### config.mk
export PLATFORM = sky130hd
export DESIGN_NAME = grant_burst_controller
export DESIGN_NICKNAME = d
export VERILOG_FILES = /design/src/rtl/pr_pkg.sv /design/src/rtl/grant_burst_controller_sat_counter.sv /design/src/rtl/grant_burst_controller.sv
export SDC_FILE = /design/constraint.sdc
export NUM_CORES = 1
export LEC_CHECK = 0
export ABC_AREA = 1
export BUFFER_PORTS_ARGS = -buffer_cell sky130_fd_sc_hd__buf_2
export CAP_MARGIN = 40
export CORE_ASPECT_RATIO = 0.6
export CORE_UTILIZATION = 49
export CTS_CLUSTER_SIZE = 30
export DETAILED_ROUTE_END_ITERATION = 8
export PLACE_DENSITY_LB_ADDON = 0.05
export SLEW_MARGIN = 20
export SYNTH_ARGS = -nofsm -noshare
export SYNTH_HDL_FRONTEND = slang
export SYNTH_SLANG_ARGS = --single-unit
export TNS_END_PERCENT = 20
### constraint.sdc
create_clock -name clk -period 1.6 [get_ports clk]
set_clock_uncertainty 0.2 [all_clocks]
set_input_delay 0.08 -clock clk [delete_from_list [all_inputs] [get_ports clk]]
set_output_delay 0.08 -clock clk [all_outputs]
set_load 0.02 [all_outputs]
### src/rtl/pr_pkg.sv
// Shared types for the grant path: FSM states,
// master ids and grant-vector helpers.
package pr_pkg;

   typedef enum logic [1:0] {
      IDLE  = 2'd0,
      BURST = 2'd1,
      GAP   = 2'd2
   } state_t;

   localparam logic [1:0] ID_A = 2'd0;
   localparam logic [1:0] ID_B = 2'd1;
   localparam logic [1:0] ID_C = 2'd2;
   localparam logic [1:0] ID_D = 2'd3;

   function automatic logic is_one_hot(
      input logic [3:0] v
   );
      return (v != 4'b0) && ((v & (v - 4'd1)) == 4'b0);
   endfunction

   function automatic logic is_multi(
      input logic [3:0] v
   );
      return (v != 4'b0) && !is_one_hot(v);
   endfunction

endpackage

### src/rtl/grant_burst_controller_sat_counter.sv
// Saturating up-counter with enable and
// synchronous active-high reset.
module sat_counter #(
   parameter int W = 8
) (
   input  logic         clk,
   input  logic         rst,
   input  logic         en,
   output logic [W-1:0] q
);

   // Count enabled cycles, holding at all-ones.
   always_ff @(posedge clk) begin
      if (rst) begin
         q <= '0;
      end else if (en && (q != {W{1'b1}})) begin
         q <= q + 1'b1;
      end
   end

endmodule

### src/rtl/grant_burst_controller.sv
// Turns one-hot grants into fixed-length bus
// bursts with an idle gap and service counts.
module grant_burst_controller
   import pr_pkg::*;
#(
   parameter int BURST_LEN  = 4,
   parameter int CNT_W      = 3,
   parameter int GAP_CYCLES = 1,
   parameter int SVC_W      = 8
) (
   input  logic             clk,
   input  logic             rst,
   input  logic             gnt_a,
   input  logic             gnt_b,
   input  logic             gnt_c,
   input  logic             gnt_d,
   output logic             bus_busy,
   output logic [1:0]       bus_owner,
   output logic [CNT_W-1:0] beat_cnt,
   output logic             done_a,
   output logic             done_b,
   output logic             done_c,
   output logic             done_d,
   output logic             err_multi,
   output logic [SVC_W-1:0] svc_a,
   output logic [SVC_W-1:0] svc_b,
   output logic [SVC_W-1:0] svc_c,
   output logic [SVC_W-1:0] svc_d
);

   localparam int GAP_W =
      (GAP_CYCLES > 1) ? $clog2(GAP_CYCLES) : 1;

   localparam logic [CNT_W-1:0] LAST_BEAT =
      CNT_W'(BURST_LEN - 1);

   localparam logic [GAP_W-1:0] LAST_GAP =
      GAP_W'(GAP_CYCLES - 1);

   state_t           state;
   logic [GAP_W-1:0] gap_cnt;
   logic [3:0]       done_q;
   logic [3:0]       gnt;
   logic [3:0]       gnt_oh;
   logic             one_hot;
   logic             multi;
   logic [1:0]       gnt_id;
   logic             burst_end;
   logic [3:0]       svc_en;

   assign gnt     = {gnt_d, gnt_c, gnt_b, gnt_a};
   assign one_hot = is_one_hot(gnt);
   assign multi   = is_multi(gnt);

   // Only a clean one-hot vector reaches the encoder.
   assign gnt_oh = one_hot ? gnt : 4'b0001;

   // Encode the accepted grant into a master id.
   always_comb begin
      gnt_id = ID_A;
      unique case (1'b1)
         gnt_oh[0]: gnt_id = ID_A;
         gnt_oh[1]: gnt_id = ID_B;
         gnt_oh[2]: gnt_id = ID_C;
         gnt_oh[3]: gnt_id = ID_D;
         default:   gnt_id = ID_A;
      endcase
   end

   assign burst_end = (state == BURST) &&
                      (beat_cnt == LAST_BEAT);

   // Burst FSM with all outputs registered.
   always_ff @(posedge clk) begin
      if (rst) begin
         state     <= IDLE;
         bus_busy  <= 1'b0;
         bus_owner <= 2'd0;
         beat_cnt  <= '0;
         done_q    <= 4'b0;
         err_multi <= 1'b0;
         gap_cnt   <= '0;
      end else begin
         done_q    <= 4'b0;
         err_multi <= 1'b0;
         unique case (state)
            IDLE: begin
               if (one_hot) begin
                  state     <= BURST;
                  bus_busy  <= 1'b1;
                  bus_owner <= gnt_id;
                  beat_cnt  <= '0;
               end else if (multi) begin
                  err_multi <= 1'b1;
               end
            end
            BURST: begin
               if (beat_cnt == LAST_BEAT) begin
                  bus_busy <= 1'b0;
                  beat_cnt <= '0;
                  done_q   <= 4'b0001 << bus_owner;
                  gap_cnt  <= '0;
                  state    <= (GAP_CYCLES > 0) ?
                              GAP : IDLE;
               end else begin
                  beat_cnt <= beat_cnt + 1'b1;
               end
            end
            GAP: begin
               if (gap_cnt == LAST_GAP) begin
                  state <= IDLE;
               end else begin
                  gap_cnt <= gap_cnt + 1'b1;
               end
            end
            default: state <= IDLE;
         endcase
      end
   end

   assign done_a = done_q[0];
   assign done_b = done_q[1];
   assign done_c = done_q[2];
   assign done_d = done_q[3];

   assign svc_en = burst_end ?
                   (4'b0001 << bus_owner) : 4'b0;

   sat_counter #(.W(SVC_W)) u_svc_a (
      .clk (clk),
      .rst (rst),
      .en  (svc_en[0]),
      .q   (svc_a)
   );

   sat_counter #(.W(SVC_W)) u_svc_b (
      .clk (clk),
      .rst (rst),
      .en  (svc_en[1]),
      .q   (svc_b)
   );

   sat_counter #(.W(SVC_W)) u_svc_c (
      .clk (clk),
      .rst (rst),
      .en  (svc_en[2]),
      .q   (svc_c)
   );

   sat_counter #(.W(SVC_W)) u_svc_d (
      .clk (clk),
      .rst (rst),
      .en  (svc_en[3]),
      .q   (svc_d)
   );

endmodule

==> impl_metrics.yaml <==
die:
  die_y_um: 56.8
  num_io_pins: 49
  die_area_mm2: 0.00530
  rows: 19
  start_util_pct: 52.4
  coreArea_mm2: 0.00468
  die_w_um: 93.4
pwr:
  leakagePower_nw: 1.51
  power_mw: 2.21
  p_per_area_mw_per_mm2: 701
  swShare_pct: 23.4
  combPwrFrac_pct: 7.0
  ir_worst_vdd_uv: 459
  p_seq_share_pct: 52.0
  clock_power_share_pct: 40.9
  p_switching_mw: 0.517
  intPower_mw: 1.70
placement:
  io_buffers: 48
  gp_congestion: 0.831
  placed_cells: 499
  post-place-ws_ps: 12.1
  dp_hpwl_um: 4030
finish:
  mostFrequentLayoutCell: "nand2_1"
  final_cell_mix: "133 x nand2_1, 48 x buf_2, 46 x nor2_1"
  final_cells: 516
  final_util_pct: 67.4
  n_fill_cell: 421
  drive_gt1_share_pct: 26.9
  insertedDiodeCount: 0
  syn_to_final_growth_pct: 28.7
  final_nets: 463
global_routing:
  grt-ovfl-total: 0
  grt_pass1_vias: 2128
  grt_use_total_pct: 22.7
  antenna_found_initial: 0
  grt_max_degree: 35
  grt_pass1_wl_um: 9430
clock_network:
  clock_path_buffers: 2
  cts.sinks: 45
  cts.htree.levels: 2
  clk_pin_slew_ps: 90
  insertion_delay_ps: 300
  cts-buffers-inserted: 5
  cts_tree: "done"
  cts-root-buf: "clkbuf_8"
sta:
  max_freq_mhz: 636
  hold_violations: 0
  worst_slew_pin_slew_ps: 402
  rsz0062_at_grt: "true"
  fin_crit_sh_pct: 98.2
  finalMaxSlewViolations: 0
  maxSlewHeadroom_pct: 73.2
  postLayoutSetupSlackWorst_ps: 28.6
  setup_viol: 0
  period_needed_ps: 1570
  hold_ws_ps: 10.9
synthesis:
  syn_avg_cell_area_um2: 6.47
  syn_area_mm2: 0.00245
  post_synth_num_cell_types: 20
  ys_seq_area_share_pct: 36.7
  yosysWarnings: 0
  synthCells: 379
  ys_ff_latch: 45
  syn_nets: 390
route:
  first_iter_violations: 89
  wl_per_cell_um: 11.0
  viasPerCell: 4.79
  dr_total_vias: 2473
  dr.pass1.iters: 5
  drt-total-wl_um: 5680
  drc: 0
  antenna_left: 0
hold_path:
  hold_path_class: "in2reg"
worst_setup_path:
  path_max_fanout: 7
  end_kind: "register"
  rrSetupSlack_ps: 30
  cp.arrival_ps: 1570
  crit_type: "reg2reg"
  worst_setup_path_start_kind: "register"
  cp.required_ps: 1600
run_status:
  outcome: "finished, final reports clean"
run:
  cap_violations: 0
==> final cells by class <==
| class | instances | area (um^2) | area share (%) |
|---|---|---|---|
| Sequential cell | 45 | 910 | 28.8 |
| Tap cell | 63 | 78.8 | 2.50 |
| Inverter | 44 | 168 | 5.31 |
| Clock buffer | 6 | 82.6 | 2.62 |
| Timing Repair Buffer | 71 | 423 | 13.4 |
| Clock inverter | 2 | 37.5 | 1.19 |
| Multi-Input combinational cell | 285 | 1460 | 46.2 |
==> synthesized netlist by cell type <==
library cell / n / area share (%)
nand2_1: 136 / 21
o21ai_1: 2 / 0.41
nor2_4: 10 / 4.6
xor2_1: 4 / 1.4
dfxtp_1: 45 / 37
ha_1: 5 / 2.5
or2_2: 1 / 0.26
inv_1: 43 / 6.6
nor2_1: 46 / 7.0
nand3b_1: 7 / 2.1
nand2_4: 4 / 1.8
a21oi_1: 30 / 6.1
o21ai_0: 9 / 1.8
o211ai_1: 1 / 0.31
nand3_1: 23 / 4.7
nand2_2: 6 / 1.5
nor3_1: 1 / 0.20
clkbuf_1: 4 / 0.61
inv_2: 1 / 0.15
buf_2: 1 / 0.20
==> critical path, stage by stage, from the launching register on <==
cell and delay, ps:
dfxtp_4 370, ha_4 150, inv_4 40, nor2_4 120, nand2_4 120, nor2_4 190, nand2_4 100, o21ai_2 140
nor2_1 50
==> metal layers <==
layer	share of wire [%]	up-vias	wire (um)	track usage (%)
met1	54	1095	3060	32.3
li1	-	1319	-	-
met2	41	52	2320	34.8
met3	4.2	7	241	4.34
met4	1.0	0	58	6.59
met5	0	-	0	0
==> power by group through the flow <==
| stage | sequential, mW | combinational, mW | clock, mW |
|---|---|---|---|
| floorplan | 1.19 | 0.0804 | 0 |
| global placement | 1.18 | 0.136 | 0 |
| detailed placement | 1.18 | 0.137 | 0 |
| CTS | 1.15 | 0.145 | 0.928 |
| global route | 1.15 | 0.172 | 0.969 |
| finish | 1.15 | 0.156 | 0.906 |
==> kinds of logic (layout without fill, tap and decap cells) <==
family                   count (synthesis)  after routing  share of synthesized area, %
AND/OR/NAND/NOR                        234            234                          43.1
AO/OA/AOI/OAI                           42             42                          8.67
XOR/XNOR                                 4              4                          1.43
buffers and inverters                   49            123                          7.55
flip-flops                              45             45                          36.7
adder cells (fa/ha/maj)                  5              5                          2.55
==> path summary, 6_finish.rpt <==
check,from,depth (start not counted),end
worst max register to register,beat_cnt[1],8,u_svc_a.q[1]
worst min register to register,bus_busy,2,bus_busy
worst max-delay path,beat_cnt[1],8,u_svc_a.q[1]
worst min-delay path,rst,4,u_svc_b.q[0]
==> registers in the layout (all words and copies together), names as in the netlist <==
signal / flops
beat_cnt: 3
done_q: 4
err_multi: 1
bus_owner: 2
state: 2
u_svc_b.q: 8
u_svc_d.q: 8
u_svc_c.q: 8
bus_busy: 1
u_svc_a.q: 8
==> timing repair <==
item | CTS | global route
hold buffers | 4 | 0
endpoints found under the hold margin | 3 | 0
setup buffers | 0 | 5
pin swaps | 1 | 11
resized for setup | 2 | 30
endpoints found under the setup margin | 1 | 32
==> through the flow <==
step,area [um^2],setup TNS (ps)
after floorplan,2460,0
after global placement,2860,0
after detailed placement,2860,0
after CTS,3030,0
after global routing,3160,-204
final,3160,0
No activity file was read; power rests on OpenSTA's default activity.
